==> src/rtl/arm_alu_pipe_pkg.sv <==
// Shared ARM data-processing definitions.
// Holds the 4-bit opcode encoding used by the ALU and the bit positions of the
// N, Z, C and V flags within the packed NZCV word ({N,Z,C,V}).
package arm_alu_pipe_pkg;

  typedef enum logic [3:0] {
    OpAnd = 4'h0,
    OpEor = 4'h1,
    OpSub = 4'h2,
    OpRsb = 4'h3,
    OpAdd = 4'h4,
    OpAdc = 4'h5,
    OpSbc = 4'h6,
    OpRsc = 4'h7,
    OpTst = 4'h8,
    OpTeq = 4'h9,
    OpCmp = 4'hA,
    OpCmn = 4'hB,
    OpOrr = 4'hC,
    OpMov = 4'hD,
    OpBic = 4'hE,
    OpMvn = 4'hF
  } alu_op_e;

  localparam int unsigned FlagN = 3;
  localparam int unsigned FlagZ = 2;
  localparam int unsigned FlagC = 1;
  localparam int unsigned FlagV = 0;

endpackage

==> src/rtl/arm_alu_pipe_if.sv <==
// Operation/result bundle between an ALU client and arm_alu_pipe.
// Request side : in_valid/in_ready handshake, op_sel, op1, op2, shifter_carry, set_flags.
// Flag load    : flag_wr, flag_wdata (external NZCV write).
// Result side  : out_valid/out_ready handshake, alu_out, rd_we, flags (NZCV).
// master = client driving operations, slave = the ALU pipe.
interface arm_alu_pipe_if #(
  parameter int unsigned WIDTH = 32
);

  logic             in_valid;
  logic             in_ready;
  logic [3:0]       op_sel;
  logic [WIDTH-1:0] op1;
  logic [WIDTH-1:0] op2;
  logic             shifter_carry;
  logic             set_flags;
  logic             flag_wr;
  logic [3:0]       flag_wdata;
  logic             out_valid;
  logic             out_ready;
  logic [WIDTH-1:0] alu_out;
  logic             rd_we;
  logic [3:0]       flags;

  modport master (
    output in_valid, op_sel, op1, op2, shifter_carry, set_flags, flag_wr, flag_wdata, out_ready,
    input  in_ready, out_valid, alu_out, rd_we, flags
  );

  modport slave (
    input  in_valid, op_sel, op1, op2, shifter_carry, set_flags, flag_wr, flag_wdata, out_ready,
    output in_ready, out_valid, alu_out, rd_we, flags
  );

endinterface

==> src/rtl/arm_alu_core.sv <==
// Combinational ARM data-processing ALU.
// Ports:
//   op_sel        opcode (alu_op_e encoding)
//   op1, op2      Rn operand and shifted operand
//   shifter_carry barrel-shifter carry-out, used as C for logical ops
//   set_flags     S bit; when 0 flags_next equals flags_cur
//   flags_cur     current NZCV; C feeds ADC/SBC/RSC
//   result        WIDTH-bit result (wraps modulo 2^WIDTH)
//   rd_we         0 for compare/test ops
//   flags_next    NZCV value to load if the op is accepted
module arm_alu_core
  import arm_alu_pipe_pkg::*;
#(
  parameter int unsigned WIDTH         = 32,
  parameter bit          SET_C_LOGICAL = 1'b1
) (
  input  logic [3:0]       op_sel,
  input  logic [WIDTH-1:0] op1,
  input  logic [WIDTH-1:0] op2,
  input  logic             shifter_carry,
  input  logic             set_flags,
  input  logic [3:0]       flags_cur,
  output logic [WIDTH-1:0] result,
  output logic             rd_we,
  output logic [3:0]       flags_next
);

  alu_op_e          op;
  logic             is_arith;
  logic [WIDTH-1:0] add_a;
  logic [WIDTH-1:0] add_b;
  logic             add_cin;
  logic [WIDTH-1:0] logic_res;
  logic [WIDTH:0]   sum;

  assign op = alu_op_e'(op_sel);

  // Every arithmetic form is folded onto one adder: a' + b' + cin.
  always_comb begin
    is_arith  = 1'b0;
    add_a     = op1;
    add_b     = op2;
    add_cin   = 1'b0;
    logic_res = '0;
    unique case (op)
      OpAnd, OpTst: logic_res = op1 & op2;
      OpEor, OpTeq: logic_res = op1 ^ op2;
      OpOrr:        logic_res = op1 | op2;
      OpBic:        logic_res = op1 & ~op2;
      OpMov:        logic_res = op2;
      OpMvn:        logic_res = ~op2;
      OpSub, OpCmp: begin is_arith = 1'b1; add_b = ~op2; add_cin = 1'b1; end
      OpRsb: begin
        is_arith = 1'b1; add_a = op2; add_b = ~op1; add_cin = 1'b1;
      end
      OpAdd, OpCmn: is_arith = 1'b1;
      OpAdc:        begin is_arith = 1'b1; add_cin = flags_cur[FlagC]; end
      OpSbc:        begin is_arith = 1'b1; add_b = ~op2; add_cin = flags_cur[FlagC]; end
      OpRsc: begin
        is_arith = 1'b1; add_a = op2; add_b = ~op1; add_cin = flags_cur[FlagC];
      end
    endcase
  end

  assign sum    = {1'b0, add_a} + {1'b0, add_b} + {{WIDTH{1'b0}}, add_cin};
  assign result = is_arith ? sum[WIDTH-1:0] : logic_res;
  assign rd_we  = !(op inside {OpTst, OpTeq, OpCmp, OpCmn});

  always_comb begin
    flags_next = flags_cur;
    if (set_flags) begin
      flags_next[FlagN] = result[WIDTH-1];
      flags_next[FlagZ] = (result == '0);
      if (is_arith) begin
        flags_next[FlagC] = sum[WIDTH];
        // Overflow: adder inputs share a sign that the sum does not.
        flags_next[FlagV] = (add_a[WIDTH-1] == add_b[WIDTH-1]) &&
                            (sum[WIDTH-1] != add_a[WIDTH-1]);
      end else if (SET_C_LOGICAL) begin
        flags_next[FlagC] = shifter_carry;
      end
    end
  end

endmodule

==> src/rtl/arm_alu_pipe.sv <==
// Single-stage registered ARM ALU with valid/ready handshake on both sides.
// Ports:
//   clk, reset  clock and synchronous active-high reset
//   bus         arm_alu_pipe_if slave: operation in, result out, NZCV out,
//               external NZCV load (flag_wr/flag_wdata)
// An op accepted in cycle n shows up on alu_out/rd_we with out_valid in
// cycle n+1, and NZCV updates on the same edge so a following ADC/SBC/RSC
// sees the fresh carry.
module arm_alu_pipe
  import arm_alu_pipe_pkg::*;
#(
  parameter int unsigned WIDTH         = 32,
  parameter bit          SET_C_LOGICAL = 1'b1
) (
  input  logic           clk,
  input  logic           reset,
  arm_alu_pipe_if.slave  bus
);

  logic [WIDTH-1:0] alu_out_q, alu_out_d;
  logic             rd_we_q, rd_we_d;
  logic             out_valid_q, out_valid_d;
  logic [3:0]       flags_q, flags_d;

  logic [WIDTH-1:0] core_result;
  logic             core_rd_we;
  logic [3:0]       core_flags;
  logic             in_ready;
  logic             accept;

  arm_alu_core #(
    .WIDTH         (WIDTH),
    .SET_C_LOGICAL (SET_C_LOGICAL)
  ) u_core (
    .op_sel        (bus.op_sel),
    .op1           (bus.op1),
    .op2           (bus.op2),
    .shifter_carry (bus.shifter_carry),
    .set_flags     (bus.set_flags),
    .flags_cur     (flags_q),
    .result        (core_result),
    .rd_we         (core_rd_we),
    .flags_next    (core_flags)
  );

  // Blocking ops during a flag write removes any NZCV write conflict.
  assign in_ready = !reset && !bus.flag_wr && (!out_valid_q || bus.out_ready);
  assign accept   = bus.in_valid && in_ready;

  always_comb begin
    alu_out_d   = alu_out_q;
    rd_we_d     = rd_we_q;
    out_valid_d = out_valid_q;
    flags_d     = flags_q;
    if (accept) begin
      alu_out_d   = core_result;
      rd_we_d     = core_rd_we;
      out_valid_d = 1'b1;
      flags_d     = core_flags;
    end else if (out_valid_q && bus.out_ready) begin
      out_valid_d = 1'b0;
    end
    if (bus.flag_wr) begin
      flags_d = bus.flag_wdata;
    end
  end

  always_ff @(posedge clk) begin
    if (reset) begin
      alu_out_q   <= '0;
      rd_we_q     <= 1'b0;
      out_valid_q <= 1'b0;
      flags_q     <= 4'b0000;
    end else begin
      alu_out_q   <= alu_out_d;
      rd_we_q     <= rd_we_d;
      out_valid_q <= out_valid_d;
      flags_q     <= flags_d;
    end
  end

  assign bus.in_ready  = in_ready;
  assign bus.out_valid = out_valid_q;
  assign bus.alu_out   = alu_out_q;
  assign bus.rd_we     = rd_we_q;
  assign bus.flags     = flags_q;

endmodule

==> src/flat_wrapper.sv <==
// flat-port wrapper written by rule: the top's interface ports become plain ports
module arm_alu_pipe_flat import arm_alu_pipe_pkg::*;
#(
  parameter int unsigned WIDTH         = 32,
  parameter bit          SET_C_LOGICAL = 1'b1
)
  (clk, reset, bus_in_valid, bus_op_sel, bus_op1, bus_op2, bus_shifter_carry, bus_set_flags, bus_flag_wr, bus_flag_wdata, bus_out_ready, bus_in_ready, bus_out_valid, bus_alu_out, bus_rd_we, bus_flags);
  arm_alu_pipe_if #(.WIDTH(WIDTH)) bus_i ();
  input  logic clk;
  input  logic reset;
  input wire logic [$bits(bus_i.in_valid)-1:0] bus_in_valid;
  input wire logic [$bits(bus_i.op_sel)-1:0] bus_op_sel;
  input wire logic [$bits(bus_i.op1)-1:0] bus_op1;
  input wire logic [$bits(bus_i.op2)-1:0] bus_op2;
  input wire logic [$bits(bus_i.shifter_carry)-1:0] bus_shifter_carry;
  input wire logic [$bits(bus_i.set_flags)-1:0] bus_set_flags;
  input wire logic [$bits(bus_i.flag_wr)-1:0] bus_flag_wr;
  input wire logic [$bits(bus_i.flag_wdata)-1:0] bus_flag_wdata;
  input wire logic [$bits(bus_i.out_ready)-1:0] bus_out_ready;
  output wire logic [$bits(bus_i.in_ready)-1:0] bus_in_ready;
  output wire logic [$bits(bus_i.out_valid)-1:0] bus_out_valid;
  output wire logic [$bits(bus_i.alu_out)-1:0] bus_alu_out;
  output wire logic [$bits(bus_i.rd_we)-1:0] bus_rd_we;
  output wire logic [$bits(bus_i.flags)-1:0] bus_flags;
  assign bus_i.in_valid = bus_in_valid;
  assign bus_i.op_sel = bus_op_sel;
  assign bus_i.op1 = bus_op1;
  assign bus_i.op2 = bus_op2;
  assign bus_i.shifter_carry = bus_shifter_carry;
  assign bus_i.set_flags = bus_set_flags;
  assign bus_i.flag_wr = bus_flag_wr;
  assign bus_i.flag_wdata = bus_flag_wdata;
  assign bus_i.out_ready = bus_out_ready;
  assign bus_in_ready = bus_i.in_ready;
  assign bus_out_valid = bus_i.out_valid;
  assign bus_alu_out = bus_i.alu_out;
  assign bus_rd_we = bus_i.rd_we;
  assign bus_flags = bus_i.flags;
  arm_alu_pipe #(.WIDTH(WIDTH), .SET_C_LOGICAL(SET_C_LOGICAL)) u_core (.clk(clk), .reset(reset), .bus(bus_i));
endmodule
==> config.mk <==
export PLATFORM = sky130hd
export DESIGN_NAME = arm_alu_pipe_flat
export DESIGN_NICKNAME = d
export VERILOG_FILES = /design/src/rtl/arm_alu_pipe_pkg.sv /design/src/rtl/arm_alu_pipe_if.sv /design/src/rtl/arm_alu_core.sv /design/src/rtl/arm_alu_pipe.sv /design/src/flat_wrapper.sv
export SDC_FILE = /design/constraint.sdc
export NUM_CORES = 1
export LEC_CHECK = 0
export CORE_MARGIN = 3
export CORE_UTILIZATION = 56
export DETAILED_ROUTE_END_ITERATION = 8
export GPL_TIMING_DRIVEN = 0
export PLACE_DENSITY = 0.88
export SYNTH_ARGS = -nofsm -noshare
export SYNTH_HDL_FRONTEND = slang
export SYNTH_SLANG_ARGS = --single-unit
==> constraint.sdc <==
create_clock -name clk -period 6.8 [get_ports clk]
set_input_delay 1.02 -clock clk [delete_from_list [all_inputs] [get_ports clk]]
set_output_delay 1.02 -clock clk [all_outputs]
set_load 0.01 [all_outputs]
==> flow_summary.json, run 1 <==
{
  "ys.warnings.count": 0,
  "port_buffers": 114,
  "detailedPlacementHpwl_mm": 21.7,
  "report.final.hold_viol_count": 0,
  "reg2reg_setup_slack_ns": 2.68,
  "placedCellCount": 1322,
  "critical_path.most_common_cell": "buf_2",
  "areaGrowthSynthToFinish_pct": 21.8,
  "final_cell_mix": "o21ai_0, nand2_1, clkdlybuf4s50_1, inv_1, a21oi_1",
  "hold_ep": "u_core.bus.alu_out[24]",
  "max_slew.worst_pin.slew_ns": 0.799,
  "netlist.top_cell.by_area": "o21ai_0",
  "vias_per_cell": 6.71,
  "post-route-cell-area_um2": 8400,
  "grtUsageTotal_pct": 39.6,
  "synth_cell_types": 79,
  "h_tree_levels": 2,
  "ant_nets": 0,
  "die_h_um": 117,
  "via_count": 8926,
  "synth.ff_latch_count": 38,
  "cts-buffers-inserted": 5,
  "postSynth.asyncResetShare_pct": 0,
  "critical_path.endpoint_type": "flop",
  "detail_route.wl_per_cell_um": 20.7,
  "yosys.area_share.simple_pct": 24.7,
  "met3_layer_usage_reported_by_global_route_pct": 5.71,
  "synth_top_cell_area_share_pct": 12.6,
  "finalNonFillerCells": 1330,
  "power_switching_share_pct": 45.1,
  "total_power_mw": 1.28,
  "detailed_place.area_um2": 8220,
  "reg2reg_to": "u_core.bus.flags[2]",
  "syn_inst": 1065,
  "dominant_combinational_cell_family_by_area_after_synthesis": "compound AO/OA/AOI/OAI gates",
  "nets": 1330,
  "critPathArrivalTime_ns": 6.71,
  "clk_pin_slew_worst_paths_ns": 0.06,
  "maximum_buffer_depth_of_the_clock_tree": 2,
  "max_slew_margin_pct": 45.3,
  "timing.critical_path.max_delay_family": "compound AO/OA/AOI/OAI gates",
  "worst_min_delay_path_class": "flop to flop",
  "cp-start-kind": "primary input",
  "timing.final.setup_violations": 0,
  "worst-path-max-fanout": 10,
  "max_cap_violations": 0,
  "max_frequency_mhz": 154,
  "clock_tree.root_cell": "clkbuf_16",
  "final_layout_size_suffix_gt1_share_pct": 6.49,
  "synth_sequential_area_ratio_pct": 11.0,
  "most_common_cell_after_layout_fill_and_taps_aside": "o21ai_0",
  "synth_flop_cell": "dfxtp_1",
  "syn_nets": 1209,
  "synthesis.area_um2": 6900,
  "floorplan.die.width_um": 117,
  "globalplace.congestion": 1.04,
  "cp_data_required_time_ns": 7.02,
  "antenna_violations_before_repair": 0,
  "post_synth_edffs": 0,
  "layout_worst_path_cycle_share_pct": 95.4,
  "yosys-mux-area-fraction_pct": 3.23,
  "share_seq_of_total_power_pct": 19.8,
  "comb_power_share_pct": 61.8,
  "start_util_pct": 58.9,
  "gr_layer_usage_met2_pct": 61.4,
  "grt_pass1_wl_mm": 42.3,
  "worst-setup-path-type": "primary input to flop",
  "synth_area_leaders": "o21ai_0, ha_1, dfxtp_1, nand2_1, a21oi_1",
  "drc_errors": 0,
  "i_o_pin_count": 118,
  "cp_peak_stage_delay_ns": 0.76,
  "period_needed_ns": 6.49,
  "critical_path_buf_inv_count": 6,
  "diode_count": 0,
  "skew_pair_late_insertion_delay_ns": 0.29,
  "standard_cell_core_area_um2": 11700,
  "crit_path_top_delay_cell": "a2111oi_0",
  "vdd_drop_max_v": 0.000193,
  "grt_remaining_overflow": 0,
  "status": "finished clean",
  "synth_xor_xnor_area_share_pct": 1.90,
  "post_synthesis_mean_instance_area_um2": 6.48,
  "fill_cells": 1055,
  "grt_max_degree": 12,
  "grtUsageMet1_pct": 51.8,
  "vias_in_the_first_global_route": 7931,
  "worst_setup_path_startpoint": "bus_op_sel[1]",
  "r2r-start": "u_core.bus.flags[1]",
  "whs_path_depth": 2,
  "r2r.worst_path.cells": 15,
  "design.die.area_um2": 13700,
  "fp-row-count": 39,
  "area_of_combinational_cells_with_multiple_inputs_um2": 5540,
  "synth-adder-area-share_pct": 12.0,
  "internal-power_uw": 702,
  "wirelength_mm": 27.6,
  "power_density_nw_per_um2": 152,
  "cts_tree": "yes",
  "clkSinkCount": 38,
  "crit_chain": "clkdlybuf4s50_1, buf_2, buf_2, buf_2, nand3_2, clkbuf_1, clkbuf_1, o21ai_0, ha_1, nor2b_1, o2111ai_1, a2111oi_2, a2111oi_0, o41ai_1, xnor2_1, o21ai_0, nor4_1, nand4_1, o21ai_1",
  "first_pass_iters": 6,
  "hold_path.startpoint": "u_core.bus.alu_out[24]",
  "leak_pwr_nw": 3.52,
  "finClkSkew_ns": 0.00429,
  "finalMaxSlewViolations": 0,
  "switching_pwr_uw": 578,
  "clock_power_share_pct": 18.4,
  "detailedRoute.firstIterationViolations": 1098,
  "synthesized_area_fraction_occupied_by_ao_oa_aoi_and_oai_cells_pct": 38.1,
  "grt_setup_unrepaired": "no",
  "gr-max-usage-layer": "met2",
  "regArea_um2": 761
}
## worst reg2reg max path, cell delays in order, from the launching register on
cell and delay (ns):
dfxtp_1 0.37, o21a_1 0.20, a32oi_1 0.24, fa_1 0.29, inv_1 0.08, fa_1 0.46
a21o_1 0.25, a221oi_4 0.41, o21bai_1 0.17, o21a_1 0.23, nor2_1 0.14, xnor2_1 0.12
a2111oi_1 0.52, and4_1 0.31, nand4_1 0.12, o21ai_1 0.14
## state kept, by name (all words and copies together) (netlist names)
signal                flops
u_core.bus.flags          4
u_core.bus.rd_we          1
u_core.bus.alu_out       32
u_core.bus.out_valid      1
## worst max-delay path by stage
stage	to	depth (start not counted)
6_report	u_core.bus.flags[2]	19
5_1_grt	u_core.bus.flags[2]	21
4_1_cts	u_core.bus.flags[2]	22
3_5_place_dp	u_core.bus.flags[2]	22
3_3_place_gp	u_core.bus.flags[2]	22
2_1_floorplan	u_core.bus.flags[2]	21
## synth_stat cells, types with 6 or more instances
| cell type | n |
|---|---|
| nor2b_1 | 13 |
| inv_1 | 78 |
| ha_1 | 63 |
| o21a_1 | 6 |
| a21oi_1 | 78 |
| o2111ai_1 | 7 |
| mux2i_1 | 11 |
| nand3b_1 | 7 |
| o21ai_0 | 174 |
| a221o_1 | 6 |
| or3_1 | 6 |
| a211oi_1 | 19 |
| nor2_1 | 47 |
| buf_2 | 25 |
| xnor2_1 | 10 |
| mux2_2 | 10 |
| buf_1 | 6 |
| nand2_1 | 159 |
| dfxtp_1 | 38 |
| nor3_1 | 19 |
| and2_1 | 7 |
| nand4_1 | 8 |
| o211ai_1 | 19 |
| a32oi_1 | 6 |
| clkbuf_1 | 47 |
| nor4_1 | 6 |
| nand3_1 | 46 |
| and3_1 | 12 |
| a21o_1 | 8 |
## power groups by stage
stage	clock network (mW)	logic (mW)	registers (mW)
after floorplan	0	0.485	0.265
after global placement	0	0.749	0.256
after detailed placement	0	0.759	0.257
after CTS	0.235	0.765	0.253
after global routing	0.247	0.858	0.254
final	0.236	0.791	0.253
## routing by layer
metal	share of wire, %	wire length [µm]	vias up
li1	-	-	4158
met1	39	10800	4075
met2	43	12000	579
met3	10	2810	114
met4	7.3	2000	0
met5	0	0	-
## logic make-up after synthesis
| group | Yosys count |
|---|---|
| AND/OR/NAND/NOR | 358 |
| adder cells (fa/ha/maj) | 65 |
| buffers and inverters | 157 |
| XOR/XNOR | 15 |
| multiplexers | 21 |
| AO/OA/AOI/OAI | 411 |
| flip-flops | 38 |
## cell type report
type | count | share of cell area, %
Multi-Input combinational cell | 870 | 65.9
Timing Repair Buffer | 114 | 13.6
Sequential cell | 38 | 9.06
Buffer | 78 | 3.99
Inverter | 79 | 3.53
Tap cell | 143 | 2.13
Clock buffer | 7 | 1.70
Clock inverter | 1 | 0.0596
## timing repair
action / in CTS / in global routing
setup endpoints to repair: 2 / 6
resized for setup: 2 / 18
pin swaps: 0 / 1
buffers inserted: 0 / 0
hold buffers: 0 / 0
## per-stage QoR
step                      hold WS [ns]  setup TNS (ns)  util [%]  worst slack, ns
after CTS                        0.458               0      71.4          0.00358
after global placement           0.445          -0.706      70.2           -0.420
final                            0.458               0      71.7            0.310
after global routing             0.478               0      71.7          0.00882
after detailed placement         0.450          -0.857      70.2           -0.465
after floorplan                  0.478               0         -             1.31
Power figures use the tool's default switching activity.
==> inputs of run 2 (changes only) <==
Settings changed: CORE_UTILIZATION 56 to 45, PLACE_DENSITY 0.88 to 0.74.
==> run 2 against run 1 <==
Register-to-register slack about the same. Utilization fell by 15 points. Final cell count increased by 3.0%. Die area increased by 23%. Clock power is 3% lower. Clock-buffer cell count stayed put. Critical endpoint unchanged.
==> flow_summary.json, run 2 (synthesized netlist as in run 1, its figures left out) <==
{
  "ant_nets": 0,
  "first_pass_iters": 6,
  "largest_register_ff_count": 32,
  "globalplace.congestion": 1.01,
  "leak_pwr_nw": 3.51,
  "cp_data_required_time_ns": 7.02,
  "total_power_mw": 1.28,
  "wirelength_mm": 28.9,
  "crit_chain": "buf_2, clkbuf_1, clkbuf_2, buf_2, buf_2, nor3_1, clkbuf_2, a211oi_1, fa_1, inv_1, fa_1, a21o_1, a221oi_4, nor2b_2, o211a_1, or4_4, nor2_1, and4_1, and4_1, nand4_1, o21ai_1",
  "cts-buffers-inserted": 5,
  "max_cap_violations": 0,
  "final_layout_size_suffix_gt1_share_pct": 6.32,
  "grt_max_degree": 12,
  "areaGrowthSynthToFinish_pct": 22.4,
  "layout_worst_path_cycle_share_pct": 95.1,
  "detailedRoute.firstIterationViolations": 809,
  "grt_setup_unrepaired": "no",
  "drc_errors": 0,
  "most_common_cell_after_layout_fill_and_taps_aside": "o21ai_0",
  "critical_path.most_common_cell": "buf_2",
  "period_needed_ns": 6.47,
  "timing.final.setup_violations": 0,
  "comb_power_share_pct": 62.3,
  "maximum_buffer_depth_of_the_clock_tree": 2,
  "worst-path-max-fanout": 10,
  "vdd_drop_max_v": 0.0000899,
  "cts_hold_repair.buffers": 0,
  "tns_ns": 0,
  "max_slew.worst_pin.slew_ns": 0.752,
  "power_density_nw_per_um2": 151,
  "standard_cell_core_area_um2": 14800,
  "power_switching_share_pct": 45.0,
  "clock_power_share_pct": 17.9,
  "final_cell_mix": "o21ai_0, nand2_1, clkdlybuf4s50_1, inv_1, a21oi_1",
  "timing.critical_path.max_delay_family": "buffers and inverters",
  "max_frequency_mhz": 155,
  "cts_tree": "yes",
  "floorplan.die.width_um": 130,
  "start_util_pct": 46.7,
  "crit_path_top_delay_cell": "or4_4",
  "status": "finished clean",
  "placedCellCount": 1363,
  "vias_per_cell": 6.35,
  "finalCoreUtilization_pct": 57.2,
  "cp-start-kind": "primary input",
  "report.final.hold_viol_count": 0,
  "max_slew_margin_pct": 49.8,
  "skew_pair_late_insertion_delay_ns": 0.28,
  "worst_min_delay_path_class": "flop to flop",
  "internal-power_uw": 701,
  "clkSinkCount": 38,
  "share_seq_of_total_power_pct": 19.8,
  "cp_peak_stage_delay_ns": 0.57,
  "port_buffers": 114,
  "diode_count": 0,
  "via_count": 8698,
  "die_h_um": 130,
  "detail_route.wl_per_cell_um": 21.1,
  "h_tree_levels": 2,
  "fp-row-count": 44,
  "nets": 1329,
  "switching_pwr_uw": 574,
  "clk_pin_slew_worst_paths_ns": 0.05,
  "finalMaxSlewViolations": 0,
  "grtUsageTotal_pct": 33.3,
  "finClkSkew_ns": 0.00180,
  "finalNonFillerCells": 1370,
  "clock_tree.root_cell": "clkbuf_16",
  "i_o_pin_count": 118,
  "vias_in_the_first_global_route": 7847,
  "critical_path.endpoint_type": "flop",
  "critical_path_buf_inv_count": 7,
  "worst-setup-path-type": "primary input to flop",
  "detailedPlacementHpwl_mm": 23.1,
  "critPathArrivalTime_ns": 6.68,
  "antenna_violations_before_repair": 0,
  "design.die.area_um2": 16800,
  "grt_remaining_overflow": 0,
  "grt_pass1_wl_mm": 43.4
}
==> run 2: cell types whose count changed in the layout (fill, tap and decap cells not counted), sizes merged <==
| cell | change |
|---|---|
| buf | -1 |
==> run 2: cell type report <==
type	instances	area [µm²]
well taps	184	230
fillers	1458	6310
repair buffers	114	1140
clock buffers	7	143
flip-flops and latches	38	761
multi-input cells	870	5530
inverters	79	297
clock inverters	1	5.00
plain buffers	77	330
==> run 2: power groups by stage <==
stage	logic, mW	registers [mW]	clock network, mW
final	0.794	0.253	0.228
after global routing	0.863	0.254	0.242
after CTS	0.777	0.253	0.232
after detailed placement	0.772	0.257	0
after global placement	0.767	0.257	0
after floorplan	0.485	0.265	0
==> run 2: tightest hold or removal path: cells and delay by family (launching register included) <==
family,cells,cell delay (ns)
and+or+nand+nor,2,0.11
DFF,1,0.31
==> run 2: worst paths after layout <==
path                                             start  slack [ns]                      to  cells past startpoint
worst max-delay path                     bus_op_sel[0]        0.33     u_core.bus.flags[2]                     21
worst min-delay path            u_core.bus.alu_out[14]        0.46  u_core.bus.alu_out[14]                      2
worst min register to register  u_core.bus.alu_out[14]        0.46  u_core.bus.alu_out[14]                      2
worst max register to register     u_core.bus.flags[1]        2.67     u_core.bus.flags[2]                     15
==> run 2: per-layer routing <==
metal	share of wire [%]	GRT usage, %	up-vias
met5	0	0	-
met4	6.8	20.0	0
met2	43	52.0	443
li1	-	-	4158
met3	8.0	4.34	98
met1	42	43.8	3999
==> run 2: what timing repair did <==
action                                  4_1_cts  5_1_grt
endpoints found under the hold margin         0        0
gates resized for setup                       2       15
endpoints found under the setup margin        4        7
setup buffers                                 0        0
==> run 2: metrics by stage <==
step / setup slack (ns) / cell area [µm²] / hold slack (ns)
final: 0.333 / 8440 / 0.459
after global routing: 0.0565 / 8440 / 0.477
after CTS: 0.0865 / 8420 / 0.461
after detailed placement: -0.535 / 8270 / 0.451
after global placement: -0.472 / 8270 / 0.446
after floorplan: 1.31 / 6900 / 0.478
==> inputs of run 3 (changes only) <==
Settings changed: CORE_MARGIN 3 to 4.
==> run 3 against run 2 <==
Clock power decreased by 4%. Combinational power hardly changed. Die area up 3.1%. First-iteration DRC count increased by 42%. Fmax shrank 2.6%. Power shrank 0.95%. Non-clock buffer count increased by 1. Via count up 1.5%. Design area barely moved. Register-to-register slack got worse by 0.06 ns. Sequential cell count unchanged. Hold slack worse by 0.0032 ns. Highest routed layer unchanged.
==> flow_summary.json, run 3 (synthesized netlist as in run 1, its figures left out) <==
{
  "status": "finished clean",
  "skew_pair_late_insertion_delay_ns": 0.28,
  "r2r-start": "u_core.bus.flags[1]",
  "largest_register_ff_count": 32,
  "vias_per_cell": 6.45,
  "power_density_nw_per_um2": 150,
  "finClkSkew_ns": 0.00317,
  "floorplan.die.width_um": 132,
  "report.final.hold_viol_count": 0,
  "most_common_cell_after_layout_fill_and_taps_aside": "o21ai_0",
  "timing.final.setup_violations": 0,
  "hold_path.startpoint": "u_core.bus.alu_out[24]",
  "reg2reg_setup_slack_ns": 2.61,
  "clk_pin_slew_worst_paths_ns": 0.05,
  "period_needed_ns": 6.64,
  "port_buffers": 114,
  "via_count": 8832,
  "finalCoreUtilization_pct": 57.2,
  "worst_setup_path_startpoint": "bus_op_sel[1]",
  "max_frequency_mhz": 151,
  "cts_tree": "yes",
  "critPathArrivalTime_ns": 6.86,
  "final_cell_mix": "o21ai_0, nand2_1, clkdlybuf4s50_1, inv_1, a21oi_1",
  "grt_pass1_wl_mm": 43.4,
  "detailroute.wirelength.met3_mm": 2.60,
  "max_slew.worst_pin.slew_ns": 0.751,
  "worst_min_delay_path_class": "flop to flop",
  "cts-buffers-inserted": 5,
  "reg2reg_to": "u_core.bus.flags[2]",
  "met1Wirelength_mm": 11.3,
  "nets": 1330,
  "max_slew_margin_pct": 48.6,
  "maximum_buffer_depth_of_the_clock_tree": 2,
  "grtUsageTotal_pct": 30.7,
  "die_h_um": 132,
  "h_tree_levels": 2,
  "cp_data_required_time_ns": 7.02,
  "antenna_violations_before_repair": 0,
  "total_power_mw": 1.26,
  "areaGrowthSynthToFinish_pct": 22.4,
  "ant_nets": 0,
  "finalMaxSlewViolations": 0,
  "diode_count": 0,
  "globalplace.congestion": 1.04,
  "first_pass_iters": 6,
  "highest_layer": "met4",
  "detailedPlacementHpwl_mm": 22.2,
  "met2RoutedLength_mm": 12.2,
  "tns_ns": 0,
  "fp-row-count": 44,
  "clock_tree.root_cell": "clkbuf_16",
  "r2r.worst_path.cells": 15,
  "grt_max_degree": 12,
  "clkSinkCount": 38,
  "layout_worst_path_cycle_share_pct": 97.7,
  "standard_cell_core_area_um2": 14800,
  "worst-path-max-fanout": 10,
  "grt_setup_unrepaired": "no",
  "endpoint": "u_core.bus.flags[2]",
  "design.die.area_um2": 17400,
  "leak_pwr_nw": 3.52,
  "final_layout_size_suffix_gt1_share_pct": 6.66,
  "drc_errors": 0,
  "wirelength_mm": 27.9,
  "detail_route.wl_per_cell_um": 20.4,
  "vias_in_the_first_global_route": 8141,
  "cp-start-kind": "primary input",
  "max_cap_violations": 0,
  "i_o_pin_count": 118,
  "start_util_pct": 46.7,
  "worst-setup-path-type": "primary input to flop",
  "critical_path.endpoint_type": "flop",
  "vdd_drop_max_v": 0.000105,
  "post_cts_buffers": 0,
  "detailedRoute.firstIterationViolations": 1147,
  "grt_remaining_overflow": 0
}
run 3: layout make-up:
cell class / count / area, µm²
tap: 184 / 230
sequential: 38 / 761
buffer: 78 / 338
multi-input combinational: 870 / 5540
clock inverter: 2 / 10.0
timing repair buffer: 114 / 1140
clock buffer: 5 / 125
inverter: 79 / 297
fill: 1523 / 6310
run 3: stage by stage:
stage               hold WS [ns]  setup slack, ns  instance area (µm²)  cells
floorplan                  0.478             1.31                 6900   1065
global placement           0.445           -0.387                 8270   1363
detailed placement         0.449           -0.412                 8270   1363
finish                     0.455            0.157                 8440   1370
CTS                        0.457           0.0422                 8400   1370
global route               0.472          0.00300                 8440   1370
run 3: routing by layer:
metal / up-vias / track usage, %
met1: 4077 / 39.9
met2: 499 / 47.9
met4: 0 / 18.6
met5: - / 0
met3: 96 / 4.92
li1: 4160 / -
run 3: critical path, cell delays in order:
cell             delay, ns
clkdlybuf4s50_1       0.52
buf_2                 0.25
buf_2                 0.31
buf_2                 0.28
nand3_1               0.31
o31ai_4               0.19
clkbuf_4              0.31
nor2_1                0.06
a211oi_1              0.28
fa_1                  0.33
inv_1                 0.09
fa_1                  0.47
a21o_1                0.25
a221oi_4              0.40
o21bai_1              0.18
o21a_1                0.23
o2111ai_1             0.24
a2111oi_0             0.21
or3_1                 0.34
a31oi_1               0.29
nand4_1               0.15
o21ai_1               0.14
run 3: what timing repair did:
action | 4_1_cts | 5_1_grt
resized for setup | 1 | 24
endpoints found under the setup margin | 2 | 7
hold buffers | 0 | 0
run 3: worst min path at each step:
stage,endpoint,slack (ns),cells after the start
3_3_place_gp,u_core.bus.alu_out[19],0.44,2
5_1_grt,u_core.bus.alu_out[14],0.47,2
3_5_place_dp,u_core.bus.alu_out[24],0.45,2
2_1_floorplan,u_core.bus.alu_out[13],0.48,2
6_report,u_core.bus.alu_out[24],0.46,2
4_1_cts,u_core.bus.alu_out[24],0.46,2
run 3: report_power, final:
group          total, mW  switching, mW  leakage (nW)  internal, mW
Sequential         0.253         0.0108         0.311         0.242
Combinational      0.791          0.475          3.14         0.316
Clock              0.219         0.0871        0.0694         0.132
Total               1.26          0.573          3.52         0.690
